## config.mk

```make
export PLATFORM = sky130hd
export DESIGN_NAME = mem_port_arbiter
export DESIGN_NICKNAME = d
export VERILOG_FILES = /design/src/rtl/mem_port_arbiter.sv
export SDC_FILE = /design/constraint.sdc
export NUM_CORES = 1
export LEC_CHECK = 0
export ABC_AREA = 1
export ABC_CLOCK_PERIOD_IN_PS = 1300
export BUFFER_PORTS_ARGS = -buffer_cell sky130_fd_sc_hd__buf_2
export CORE_AREA = 2 2 561 563
export CTS_BUF_LIST = sky130_fd_sc_hd__clkbuf_16
export CTS_CLUSTER_DIAMETER = 40
export DETAILED_ROUTE_END_ITERATION = 8
export DIE_AREA = 0 0 563 565
export GPL_TIMING_DRIVEN = 0
export PLACE_DENSITY = 0.3
export SLEW_MARGIN = 15
export SYNTH_ARGS = -nofsm -noshare
export SYNTH_HDL_FRONTEND = slang
export SYNTH_SLANG_ARGS = --single-unit
export TNS_END_PERCENT = 10
```

## constraint.sdc

```tcl
create_clock -name clk -period 1.3 [get_ports clk]
set_clock_uncertainty 0.05 [all_clocks]
set_input_delay 0.195 -clock clk [delete_from_list [all_inputs] [get_ports clk]]
set_output_delay 0.195 -clock clk [all_outputs]
set_load 0.1 [all_outputs]
```

## src/rtl/mem_port_arbiter.sv

```systemverilog
// Round-robin arbiter from NUM_PORTS cache-side requesters onto one memory port, one transaction in flight.
// Optional per-port completion counters on grant_cnt: define ARB_PERF_CNT_EN.
module mem_port_arbiter #(
  parameter int NUM_PORTS = 2,
  parameter int ADDR_W    = 32,
  parameter int LINE_W    = 256
) (
  input  logic                        clk,
  input  logic                        rst,
  input  logic [NUM_PORTS-1:0]        req_read,
  input  logic [NUM_PORTS-1:0]        req_write,
  input  logic [NUM_PORTS*ADDR_W-1:0] req_addr,
  input  logic [NUM_PORTS*LINE_W-1:0] req_wdata,
  output logic [LINE_W-1:0]           req_rdata,
  output logic [NUM_PORTS-1:0]        req_resp,
  output logic                        mem_read,
  output logic                        mem_write,
  output logic [ADDR_W-1:0]           mem_addr,
  output logic [LINE_W-1:0]           mem_wdata,
  input  logic [LINE_W-1:0]           mem_rdata,
  input  logic                        mem_resp,
  output logic [NUM_PORTS*32-1:0]     grant_cnt,
  output logic [1:0]                  dbg_state
);

  // Handshake: a requester holds req_read/req_write (and addr/wdata) until its one-cycle
  // req_resp pulse; the memory strobe is held with stable addr/wdata until a one-cycle mem_resp.

  localparam int PTR_W = (NUM_PORTS > 1) ? $clog2(NUM_PORTS) : 1;
  localparam logic [PTR_W:0]   NP_EXT = (PTR_W+1)'(NUM_PORTS);
  localparam logic [PTR_W-1:0] LAST   = PTR_W'(NUM_PORTS - 1);

  typedef enum logic [1:0] {
    S_IDLE = 2'd0,
    S_BUSY = 2'd1,
    S_DONE = 2'd2
  } state_t;

  state_t r_state;
  state_t w_next;

  logic [PTR_W-1:0]     r_rr_ptr;
  logic [PTR_W-1:0]     r_grant;
  logic                 r_mem_read;
  logic                 r_mem_write;
  logic [ADDR_W-1:0]    r_mem_addr;
  logic [LINE_W-1:0]    r_mem_wdata;
  logic [LINE_W-1:0]    r_req_rdata;
  logic [NUM_PORTS-1:0] r_req_resp;

  logic [NUM_PORTS-1:0] w_req;
  logic [NUM_PORTS-1:0] w_onehot;
  logic                 w_found;
  logic [PTR_W-1:0]     w_grant_idx;
  logic [PTR_W:0]       w_sum;
  logic [ADDR_W-1:0]    w_addr_arr  [NUM_PORTS];
  logic [LINE_W-1:0]    w_wdata_arr [NUM_PORTS];

  assign w_req    = req_read | req_write;
  assign w_onehot = {{(NUM_PORTS-1){1'b0}}, 1'b1} << r_grant;

  for (genvar gi = 0; gi < NUM_PORTS; gi++) begin : g_unpack
    assign w_addr_arr[gi]  = req_addr[gi*ADDR_W +: ADDR_W];
    assign w_wdata_arr[gi] = req_wdata[gi*LINE_W +: LINE_W];
  end

  // First requesting port at or after r_rr_ptr; the sum is folded so it never reaches NUM_PORTS.
  always_comb begin
    w_found     = 1'b0;
    w_grant_idx = '0;
    w_sum       = '0;
    for (int off = 0; off < NUM_PORTS; off++) begin
      w_sum = {1'b0, r_rr_ptr} + (PTR_W+1)'(off);
      if (w_sum >= NP_EXT) w_sum = w_sum - NP_EXT;
      if (!w_found && w_req[w_sum[PTR_W-1:0]]) begin
        w_found     = 1'b1;
        w_grant_idx = w_sum[PTR_W-1:0];
      end
    end
  end

  always_ff @(posedge clk or negedge rst) begin
    if (!rst) r_state <= S_IDLE;
    else      r_state <= w_next;
  end

  always_comb begin
    w_next = r_state;
    case (r_state)
      S_IDLE:  if (w_found) w_next = S_BUSY;
      S_BUSY:  if (mem_resp) w_next = S_DONE;
      S_DONE:  w_next = S_IDLE;
      default: w_next = S_IDLE;
    endcase
  end

  always_ff @(posedge clk or negedge rst) begin
    if (!rst) begin
      r_rr_ptr    <= '0;
      r_grant     <= '0;
      r_mem_read  <= 1'b0;
      r_mem_write <= 1'b0;
      r_mem_addr  <= '0;
      r_mem_wdata <= '0;
      r_req_rdata <= '0;
      r_req_resp  <= '0;
    end else begin
      case (r_state)
        S_IDLE: begin
          if (w_found) begin
            r_grant     <= w_grant_idx;
            r_mem_addr  <= w_addr_arr[w_grant_idx];
            r_mem_wdata <= w_wdata_arr[w_grant_idx];
            r_mem_write <= req_write[w_grant_idx];
            r_mem_read  <= ~req_write[w_grant_idx];
          end
        end
        S_BUSY: begin
          if (mem_resp) begin
            r_mem_read  <= 1'b0;
            r_mem_write <= 1'b0;
            if (!r_mem_write) r_req_rdata <= mem_rdata;
            r_req_resp  <= w_onehot;
          end
        end
        S_DONE: begin
          r_req_resp <= '0;
          r_rr_ptr   <= (r_grant == LAST) ? '0 : r_grant + 1'b1;
        end
        default: ;
      endcase
    end
  end

`ifdef ARB_PERF_CNT_EN
  logic [31:0] r_cnt [NUM_PORTS];

  always_ff @(posedge clk or negedge rst) begin
    if (!rst) begin
      for (int i = 0; i < NUM_PORTS; i++) r_cnt[i] <= '0;
    end else if (r_state == S_DONE && r_cnt[r_grant] != 32'hFFFF_FFFF) begin
      r_cnt[r_grant] <= r_cnt[r_grant] + 32'd1;
    end
  end

  for (genvar gc = 0; gc < NUM_PORTS; gc++) begin : g_cnt
    assign grant_cnt[gc*32 +: 32] = r_cnt[gc];
  end
`else
  assign grant_cnt = '0;
`endif

  assign mem_read  = r_mem_read;
  assign mem_write = r_mem_write;
  assign mem_addr  = r_mem_addr;
  assign mem_wdata = r_mem_wdata;
  assign req_rdata = r_req_rdata;
  assign req_resp  = r_req_resp;
  assign dbg_state = r_state;

endmodule

```

==> run summary, run 1 <==
VDD IR-drop max: 2340 uV
Die ar.: 0.318 sq mm
Port Buffers: 1388
Yosys warnings: 0
crit share post-route: 1.45
drt first pass iters: 7
Worst Slack Setup Final: -0.579 ns
family with the most delay on the worst path: buffers and inverters
Sequential Power Share: 0.158
PwrDens: 3390 mW/mm^2
First DRT Iteration DRCs: 2187
Max Root-Sink Buffers: 4
Starting Density: 0.0862
max cap viols: 0
CP Data Arrival Time: 2.49 ns
Tot GR Track Use: 0.149
failing checks: negative hold slack, negative setup slack
Final #Nets: 6793
fraction of layout cells with a size suffix above 1: 0.363
Final Setup Violations: 1166
RePlAce Congestion: 0.905
area of the multi-input gates: 0.0113 sq mm
FF/Latch Area: 0.0139 sq mm
initial antenna violation count: 124
synth top area cells: dfrtp_1 (51%), nand2_1 (19%), nand3_1 (10%), nand3b_1 (8.1%), inv_1 (4.1%)
Distinct cells, synth: 18
Min Clock Period, post-route: 1.88 ns
clk sinks: 552
CTS tree: done
largest net degree at the start of global routing: 90
placed cells: 8998
Syn Area/Cell: 7.89 sq um
Critical Path Slowest Stage Cell: dfrtp_1
Via Count: 34585
Layout Utilization: 0.192
cts hold-fix bufs: 844
RSZ-0062 raised after global routing: true
status: complete, but fails checks
Vias/cell: 3.37
post-route setup TNS: -438.10 ns
startpoint types: register
Synth area leader: dfrtp_1
Comb power frac: 0.638
WP data required: 1.91 ns
DIE WIDTH: 563 microns
area grow syn2layout: 123%
CP cell instances: inv_2 > o21ai_4 > buf_12 > buf_16 > buf_8 > nand3b_1 > nand3_1 > nand2_1
cell area after synthesis: 0.0268 sq mm
die extent in y: 565 microns
max incr delay on CP: 0.36 ns
remaining global-route overflow: 0
post-synthesis sequential area ratio: 0.515
Slew Limit Headroom: 0.560
vias in the first global route: 35720
htree depth: 4
worst-skew pair later-pin latency: 0.78 ns
clock power share: 0.204
switching power: 117 mW
Sw Share: 0.576
P_leak: 30.1 nW
Routed WL: 251000 microns
#FFs+latches synth: 552
Buf/Inv on CP: 4
Ports: 1453
pre-CTS setup slack: -1.97 ns
root buffer cell: clkbuf_16
internal power: 86.2 mW
Final Max Tran Viols: 0
cell count of the worst reg-to-reg path: 8
actual slew at the worst max-slew pin: 0.660 ns
# rows: 205
Final Hold Fails: 181
DRC violations left: 0
worst min path class: in -> async
global-route wire length before repair: 322000 microns
fin cells: 10276
design area: 0.0599 sq mm
Syn Inst Count: 3400
Detail Placement HPWL: 206000 microns
placed cell areas: 0.0397 sq mm
top-area cell type share of the netlist area: 0.515
Crit Path Category: reg -> reg
Core Region: 0.311 sq mm
largest fanout on the critical path: 8
critical path depth: 8
wire per inst: 24.5 microns
post-route ant nets: 0
Layout fillers: 35218
CP Capture Type: register
Max Clk Rate: 0.532 GHz
CTS buffer count: 173
Worst Hold Slack: -0.502 ns
clk slew on worst S/H paths: 0.04 ns
-- metrics by stage --
stage               power, mW  hold WS, ns
floorplan                 110       -0.151
global placement          141        0.380
detailed placement        141       0.0800
CTS                       198       -0.613
global route              212       -0.558
finish                    203       -0.502
-- worst min-delay path: stages --
cell	delay, ns
buf_8	0.09
buf_16	0.10
buf_16	0.10
buf_16	0.25
-- synthesized netlist by cell type (all sizes together) --
master,count
a21oi,1
buf,259
clkbuf,49
conb,1
dfrtp,552
inv,298
nand2,1394
nand3,548
nand3b,288
nor2,5
o21ai,4
o21bai,1
-- path summary, 6_finish.rpt --
kind | start | endpoint | slack (ns)
hold / removal | rst | req_rdata[216] | -0.50
setup / recovery | r_rr_ptr | mem_wdata[104] | -0.58
hold reg to reg | req_rdata[215] | req_rdata[215] | 0.42
min in group clk | mem_rdata[49] | req_rdata[49] | 0.11
max in group asynchronous | rst | mem_wdata[4] | -0.15
setup reg to reg | r_rr_ptr | mem_wdata[104] | -0.58
-- layer usage --
metal | track usage | share of wire | up-vias
met5 | 0 | 0.0014 | -
met4 | 0.0655 | 0.050 | 56
met3 | 0.0416 | 0.075 | 429
met2 | 0.261 | 0.49 | 1582
met1 | 0.168 | 0.39 | 16691
li1 | - | - | 15827
-- logic make-up after synthesis --
kind of cell           count (synthesis)  synth area share
and+or+nand+nor                     2235             0.379
AOI/OAI and AO/OA                      6           0.00163
DFF                                  552             0.515
buffers and inverters                606             0.105
other                                  1          0.000140
-- layout make-up --
cell class | instances | area share
multi-input cells | 2305 | 0.188
clock buffers | 174 | 0.0726
inverters | 298 | 0.0188
well taps | 4140 | 0.0864
flip-flops and latches | 552 | 0.231
clock inverters | 133 | 0.0212
plain buffers | 303 | 0.0501
repair buffers | 2321 | 0.330
diodes | 50 | 0.00209
-- power by group through the flow --
stage	clock [mW]	sequential (mW)	combinational (mW)
2_1_floorplan	0	90.1	20.3
3_3_place_gp	0	30.7	110
3_5_place_dp	0	30.7	110
4_1_cts	42.8	31.8	123
5_1_grt	43.6	33.3	135
6_report	41.5	32.2	130
-- flip-flops by register name, indices dropped and copies added (netlist names) --
signal,cells
dbg_state,2
mem_addr,32
mem_read,1
mem_wdata,256
mem_write,1
r_grant,1
r_rr_ptr,1
req_rdata,256
req_resp,2
-- placed cells by master, fill, tap and decap left out, types with 7 or more instances in the layout --
master and instances:
clkbuf_2 12, dfrtp_1 525, buf_6 98, nand2_4 9, nand3_4 24, diode_2 50, clkbuf_1 7, dlygate4sd3_1 841
clkinv_2 41, buf_8 31, clkbuf_4 20, clkinv_1 34, buf_4 518, buf_2 905, nand2_1 1336, bufinv_16 18
conb_1 64, buf_12 137, nand3b_1 288, nand3_1 470, dfrtp_2 24, nand2_2 47, buf_16 19, clkinvlp_4 7
nand3_2 54, inv_1 308, clkbuf_16 206
-- timing repair --
| item | CTS | global route |
|---|---|---|
| pin swaps | 21 | 97 |
| buffers inserted | 19 | 30 |
| hold endpoints to repair | 731 | 181 |
| resized for setup | 998 | 478 |
| gates cloned | 7 | 27 |
| endpoints found under the setup margin | 1157 | 1314 |
No activity file was read; power rests on OpenSTA's default activity.
==> run 2, diff against run 1 <==
ABC_AREA = unset   (was 1)
CORE_AREA = 2 2 572 574   (was 2 2 561 563)
DIE_AREA = 0 0 574 576   (was 0 0 563 565)
==> run summary, run 2 <==
pre-CTS setup slack: -2.05 ns (-0.0719 ns)
initial antenna violation count: 166 (+34%)
Core Region: 0.325 sq mm (+4.5%)
most common cell in the netlist: dfrtp_1
drt first pass iters: 6 (-1)
Post-synth top cells: dfrtp_1 (552), o21ai_0 (292), a21oi_1 (289), a31oi_1 (288), nand3_1 (288)
max cap viols: 0 (unchanged)
P_leak: 24.1 nW (-20%)
clk sinks: 552 (unchanged)
Syn Area/Cell: 10.7 sq um (+36%)
CP cell instances: buf_6 > nand3b_1 > nor2_4 > buf_12 > buf_12 > buf_16 > buf_12 > mux2_2
CTS tree: done
Slew Limit Headroom: 0.424 (-0.136)
Crit path top cell by count: buf_12
startpoint types: register
most common cell after layout, fill and taps aside: buf_2
synth top area cells: dfrtp_1 (56%), mux2_2 (12%), a31oi_1 (7.3%), o21ai_0 (5.9%), a21oi_1 (5.8%)
Yosys warnings: 0 (unchanged)
WP data required: 1.94 ns (+0.03 ns)
Max Root-Sink Buffers: 4 (unchanged)
Worst Slack Setup Final: -0.910 ns (-0.330 ns)
RePlAce Congestion: 0.903 (-0.14%)
clk slew on worst S/H paths: 0.04 ns (about the same)
EDFF count, synth: 0 (unchanged)
Layout fillers: 36569 (+3.8%)
global-route wire length before repair: 314000 microns (-2.7%)
vias in the first global route: 32922 (-7.8%)
largest net degree at the start of global routing: 92 (+2.2%)
Final #Nets: 5732 (-16%)
RSZ-0062 raised after global routing: true
Min Clock Period, post-route: 2.21 ns (+0.330 ns)
Critical Path Slowest Stage Cell: dfrtp_4
Crit Path Category: reg -> reg
die extent in y: 576 microns (+1.9%)
htree depth: 4 (unchanged)
Routed WL: 243000 microns (-3.2%)
Die ar.: 0.331 sq mm (+3.9%)
Worst Hold Slack: -0.439 ns (+0.0633 ns)
cell area after synthesis: 0.0247 sq mm (-7.8%)
root buffer cell: clkbuf_16
post-route setup TNS: -712.53 ns (-274.43 ns)
CP Capture Type: register
Buf/Inv on CP: 5 (+1)
DRC violations left: 0 (unchanged)
Syn Inst Count: 2311 (-32%)
top-area cell type share of the netlist area: 0.559 (+0.0438)
Starting Density: 0.0760 (-0.0102)
CP Data Arrival Time: 2.85 ns (+0.36 ns)
fraction of layout cells with a size suffix above 1: 0.455 (+0.0924)
cts hold-fix bufs: 885 (+4.9%)
largest fanout on the critical path: 10 (+2)
status: complete, but fails checks
CTS buffer count: 159 (-8.1%)
Power Total: 196 mW (-3.7%)
post-synthesis sequential area ratio: 0.559 (+0.0438)
Distinct cells, synth: 31 (+13)
Final Hold Fails: 157 (-13%)
Synth async-reset ratio: 1.00 (unchanged)
Via Count: 31690 (-8.4%)
design area: 0.0563 sq mm (-6.1%)
worst min path class: in -> async
wire per inst: 25.8 microns (+5.4%)
placed cells: 8117 (-9.8%)
Tot GR Track Use: 0.140 (-0.00854)
VDD IR-drop max: 2330 uV (-0.42%)
PwrDens: 3480 mW/mm^2 (+2.6%)
# rows: 210 (+2.4%)
remaining global-route overflow: 0 (unchanged)
failing checks: negative hold slack, negative setup slack
most frequent cells in the layout: buf_2 (1358), dlygate4sd3_1 (881), dfrtp_1 (538), a31oi_1 (284), o21ai_0 (284)
Top FF cell, synth: dfrtp_1
max incr delay on CP: 0.47 ns (+0.11 ns)
placed cell areas: 0.0377 sq mm (-4.9%)
Detail Placement HPWL: 201000 microns (-2.2%)
First DRT Iteration DRCs: 1865 (-15%)
#FFs+latches synth: 552 (unchanged)
Ports: 1453 (unchanged)
actual slew at the worst max-slew pin: 0.865 ns (+0.205 ns)
crit share post-route: 1.70 (+0.254)
Synth area leader: dfrtp_1
DIE WIDTH: 574 microns (+2.0%)
fin cells: 9434 (-8.2%)
Max Clk Rate: 0.453 GHz (-15%)
Port Buffers: 1388 (unchanged)
Final Max Tran Viols: 0 (unchanged)
area grow syn2layout: 127%
post-route ant nets: 0 (unchanged)
worst-skew pair later-pin latency: 0.79 ns (about the same)
Vias/cell: 3.36 (-0.19%)
family with the most delay on the worst path: buffers and inverters
Final Setup Violations: 1156 (-0.86%)
Layout Utilization: 0.173 (-0.0195)
run 2: layer usage:
metal,wire (microns),track usage,vias up
li1,-,-,13801
met1,98200,0.166,15648
met2,113000,0.232,1733
met3,21100,0.0485,422
met4,10600,0.0544,86
met5,547,0,-
run 2: power breakdown:
part | internal, mW | total, mW | leakage (nW) | switching (mW)
Clock | 25.6 | 38.7 | 2.59 | 13.1
Sequential | 26.2 | 32.3 | 6.34 | 6.04
Combinational | 29.3 | 125 | 15.2 | 95.5
run 2: timing repair:
action | CTS | global route
gates cloned | 18 | 10
pin swaps | 4 | 2
resized for setup | 539 | 329
setup buffers | 43 | 6
endpoints found under the hold margin | 758 | 169
endpoints found under the setup margin | 1098 | 1247
run 2: final timing paths:
path                              start  slack, ns  cells past startpoint             end
min reg2reg                req_rdata[2]       0.45                      1    req_rdata[2]
max in group asynchronous           rst      -0.17                      8  mem_wdata[206]
max reg2reg                dbg_state[1]      -0.91                      8   req_rdata[44]
min in group clk               mem_resp      -0.35                      2    dbg_state[0]
min                                 rst      -0.44                      5  mem_wdata[105]
max                        dbg_state[1]      -0.91                      8   req_rdata[44]
run 2: layout make-up:
cell class	count	area, sq um	share of cell area
clock inverters	123	1190	0.0211
clock buffers	160	4000	0.0712
plain buffers	314	2930	0.0522
diodes	73	183	0.00325
repair buffers	2359	18200	0.324
flip-flops and latches	552	13800	0.246
multi-input cells	1506	10400	0.186
well taps	4346	5440	0.0967
inverters	1	3.75	0.0000667
run 2: logic make-up (layout without fill, tap and decap cells):
group                  count (synthesis)  count (layout)  share of synthesized area
muxes                                257             257                      0.117
and+or+nand+nor                      307             307                     0.0624
AOI/OAI and AO/OA                    878             878                      0.193
buffers and inverters                316            2957                     0.0684
other                                  1             137                   0.000152
DFF                                  552             552                      0.559
run 2: tightest hold or removal path: stages:
cell    delay [ns]
buf_8         0.08
buf_16        0.10
buf_16        0.10
buf_16        0.09
buf_16        0.22
==> run 3, diff against run 2 <==
ABC_CLOCK_PERIOD_IN_PS = 1800   (was 1300)
RECOVER_POWER = 50   (was unset)
clock period = 1.8 ns   (was 1.3 ns; I/O delays follow)
==> run summary, run 3 (synthesized netlist as in run 2, its figures left out) <==
reg-to-reg startpoint: dbg_state[1]
# rows: 210 (unchanged)
Power Total: 142 mW (-28%)
CTS buffer count: 159 (unchanged)
worst-skew pair later-pin latency: 0.80 ns (about the same)
Final Setup Violations: 1171 (+1.3%)
First DRT Iteration DRCs: 1800 (-3.5%)
post-route setup TNS: -213.34 ns (+499.19 ns)
Ports: 1453 (unchanged)
CP Launch Point: dbg_state[1]
design area: 0.0560 sq mm (-0.52%)
CP Data Arrival Time: 2.84 ns (about the same)
Routed WL: 243000 microns (about the same)
WP data required: 2.44 ns (+0.50 ns)
worst min path class: in -> reg
fin cells: 9386 (-0.51%)
cell count of the worst reg-to-reg path: 8 (unchanged)
CTS tree: done
Final Hold Fails: 0 (-100%)
Via Count: 31566 (-0.39%)
Final Max Tran Viols: 0 (unchanged)
Vias/cell: 3.36 (+0.12%)
Final #Nets: 5694 (-0.66%)
global-route wire length before repair: 313000 microns (-0.27%)
max incr delay on CP: 0.47 ns (about the same)
wire per inst: 25.9 microns (+0.44%)
CP cell instances: buf_6 > nand3b_1 > nor2_4 > buf_12 > buf_12 > buf_16 > buf_12 > mux2_2
htree depth: 4 (unchanged)
Max Clk Rate: 0.455 GHz (+0.49%)
post-route ant nets: 0 (unchanged)
FF/Latch Area: 0.0138 sq mm (about the same)
Worst Hold Slack: 0.166 ns (+0.605 ns)
clk slew on worst S/H paths: 0.05 ns (about the same)
startpoint types: register
Min Clock Period, post-route: 2.20 ns (-0.0108 ns)
largest net degree at the start of global routing: 92 (unchanged)
Max Root-Sink Buffers: 4 (unchanged)
Crit Path Category: reg -> reg
failing checks: negative setup slack
PwrDens: 2540 mW/mm^2 (-27%)
max cap viols: 0 (unchanged)
Cells on Worst Hold Path: 3
Detail Placement HPWL: 201000 microns (unchanged)
Core Region: 0.325 sq mm (unchanged)
placed cell areas: 0.0377 sq mm (unchanged)
remaining global-route overflow: 0 (unchanged)
RSZ-0062 raised after global routing: true
root buffer cell: clkbuf_16
area grow syn2layout: 126%
Buf/Inv on CP: 5 (unchanged)
Worst Slack Setup Final: -0.399 ns (+0.511 ns)
Crit path top cell by count: buf_12
Critical Path Slowest Stage Cell: dfrtp_4
Layout fillers: 36595 (+0.071%)
most common cell after layout, fill and taps aside: buf_2
VDD IR-drop max: 1770 uV (-24%)
largest fanout on the critical path: 10 (unchanged)
die extent in y: 576 microns (unchanged)
Die ar.: 0.331 sq mm (unchanged)
area of the multi-input gates: 0.0104 sq mm (-0.22%)
DIE WIDTH: 574 microns (unchanged)
RePlAce Congestion: 0.903 (unchanged)
vias in the first global route: 32585 (-1.0%)
P_leak: 24.0 nW (-0.44%)
Starting Density: 0.0760 (unchanged)
status: complete, but fails checks
DRC violations left: 0 (unchanged)
actual slew at the worst max-slew pin: 1.32 ns (+0.455 ns)
CP Capture Type: register
critical path depth: 8 (unchanged)
clk sinks: 552 (unchanged)
drt first pass iters: 5 (-1)
Slew Limit Headroom: 0.120 (-0.304)
family with the most delay on the worst path: buffers and inverters
placed cells: 8117 (unchanged)
Tot GR Track Use: 0.140 (-0.000233)
most frequent cells in the layout: buf_2 (1334), dlygate4sd3_1 (838), dfrtp_1 (537), a31oi_1 (286), o21ai_0 (284)
crit share post-route: 1.22 (-0.478)
Port Buffers: 1388 (unchanged)
hold path startpoint: mem_rdata[131]
initial antenna violation count: 163 (-1.8%)
fraction of layout cells with a size suffix above 1: 0.459 (+0.00388)
## run 3: cell count changes in the layout (fill, tap and decap cells not counted), sizes merged
| cell | delta |
|---|---|
| dlygate4sd3 | -43 |
| buf | +1 |
| clkdlybuf4s25 | +1 |
| diode | -10 |
| clkbuf | +3 |
## run 3: path summary, 6_finish.rpt
kind	to	slack, ns
setup reg to reg	req_rdata[44]	-0.40
hold reg to reg	req_rdata[44]	0.45
max in group asynchronous	req_rdata[27]	-0.22
setup / recovery	req_rdata[44]	-0.40
hold / removal	req_rdata[131]	0.17
min in group asynchronous	mem_wdata[26]	0.50
## run 3: power breakdown
group | switching [mW] | total (mW) | internal (mW)
clock network | 9.49 | 28.0 | 18.5
logic | 69.0 | 90.5 | 21.6
registers | 4.46 | 23.4 | 19.0
total | 82.9 | 142 | 59.0
## run 3: cell type report
type | instances | area share
tap | 4346 | 0.0972
clock inverter | 123 | 0.0212
antenna | 63 | 0.00282
inverter | 1 | 0.0000671
timing repair buffer | 2321 | 0.322
sequential | 552 | 0.247
buffer | 314 | 0.0518
multi-input combinational | 1506 | 0.186
clock buffer | 160 | 0.0716
## run 3: what timing repair did
item | 4_1_cts | 5_1_grt
hold buffers | 845 | 3
setup buffers | 42 | 6
setup endpoints to repair | 1095 | 1096
pin swaps | 4 | 2
resized for setup | 573 | 359
cloned | 18 | 10
endpoints found under the hold margin | 721 | 99
## run 3: per-layer routing
metal	track usage	share of wire
met1	0.167	0.40
met2	0.234	0.47
met3	0.0472	0.086
met4	0.0486	0.042
met5	0	0.0024
## run 3: metrics by stage
| stage | util | worst slack, ns |
|---|---|---|
| 2_1_floorplan | - | -0.223 |
| 3_3_place_gp | 0.115 | -15.64 |
| 3_5_place_dp | 0.116 | -1.55 |
| 4_1_cts | 0.168 | -0.420 |
| 5_1_grt | 0.172 | -0.473 |
| 6_report | 0.172 | -0.399 |
## run 3: worst reg2reg max path, cell delays in order, from the launching register on
cell and delay (ns):
dfrtp_4 0.47, buf_6 0.13, nand3b_1 0.21, nor2_4 0.17
buf_12 0.17, buf_12 0.21, buf_16 0.19, buf_12 0.17
mux2_2 0.33
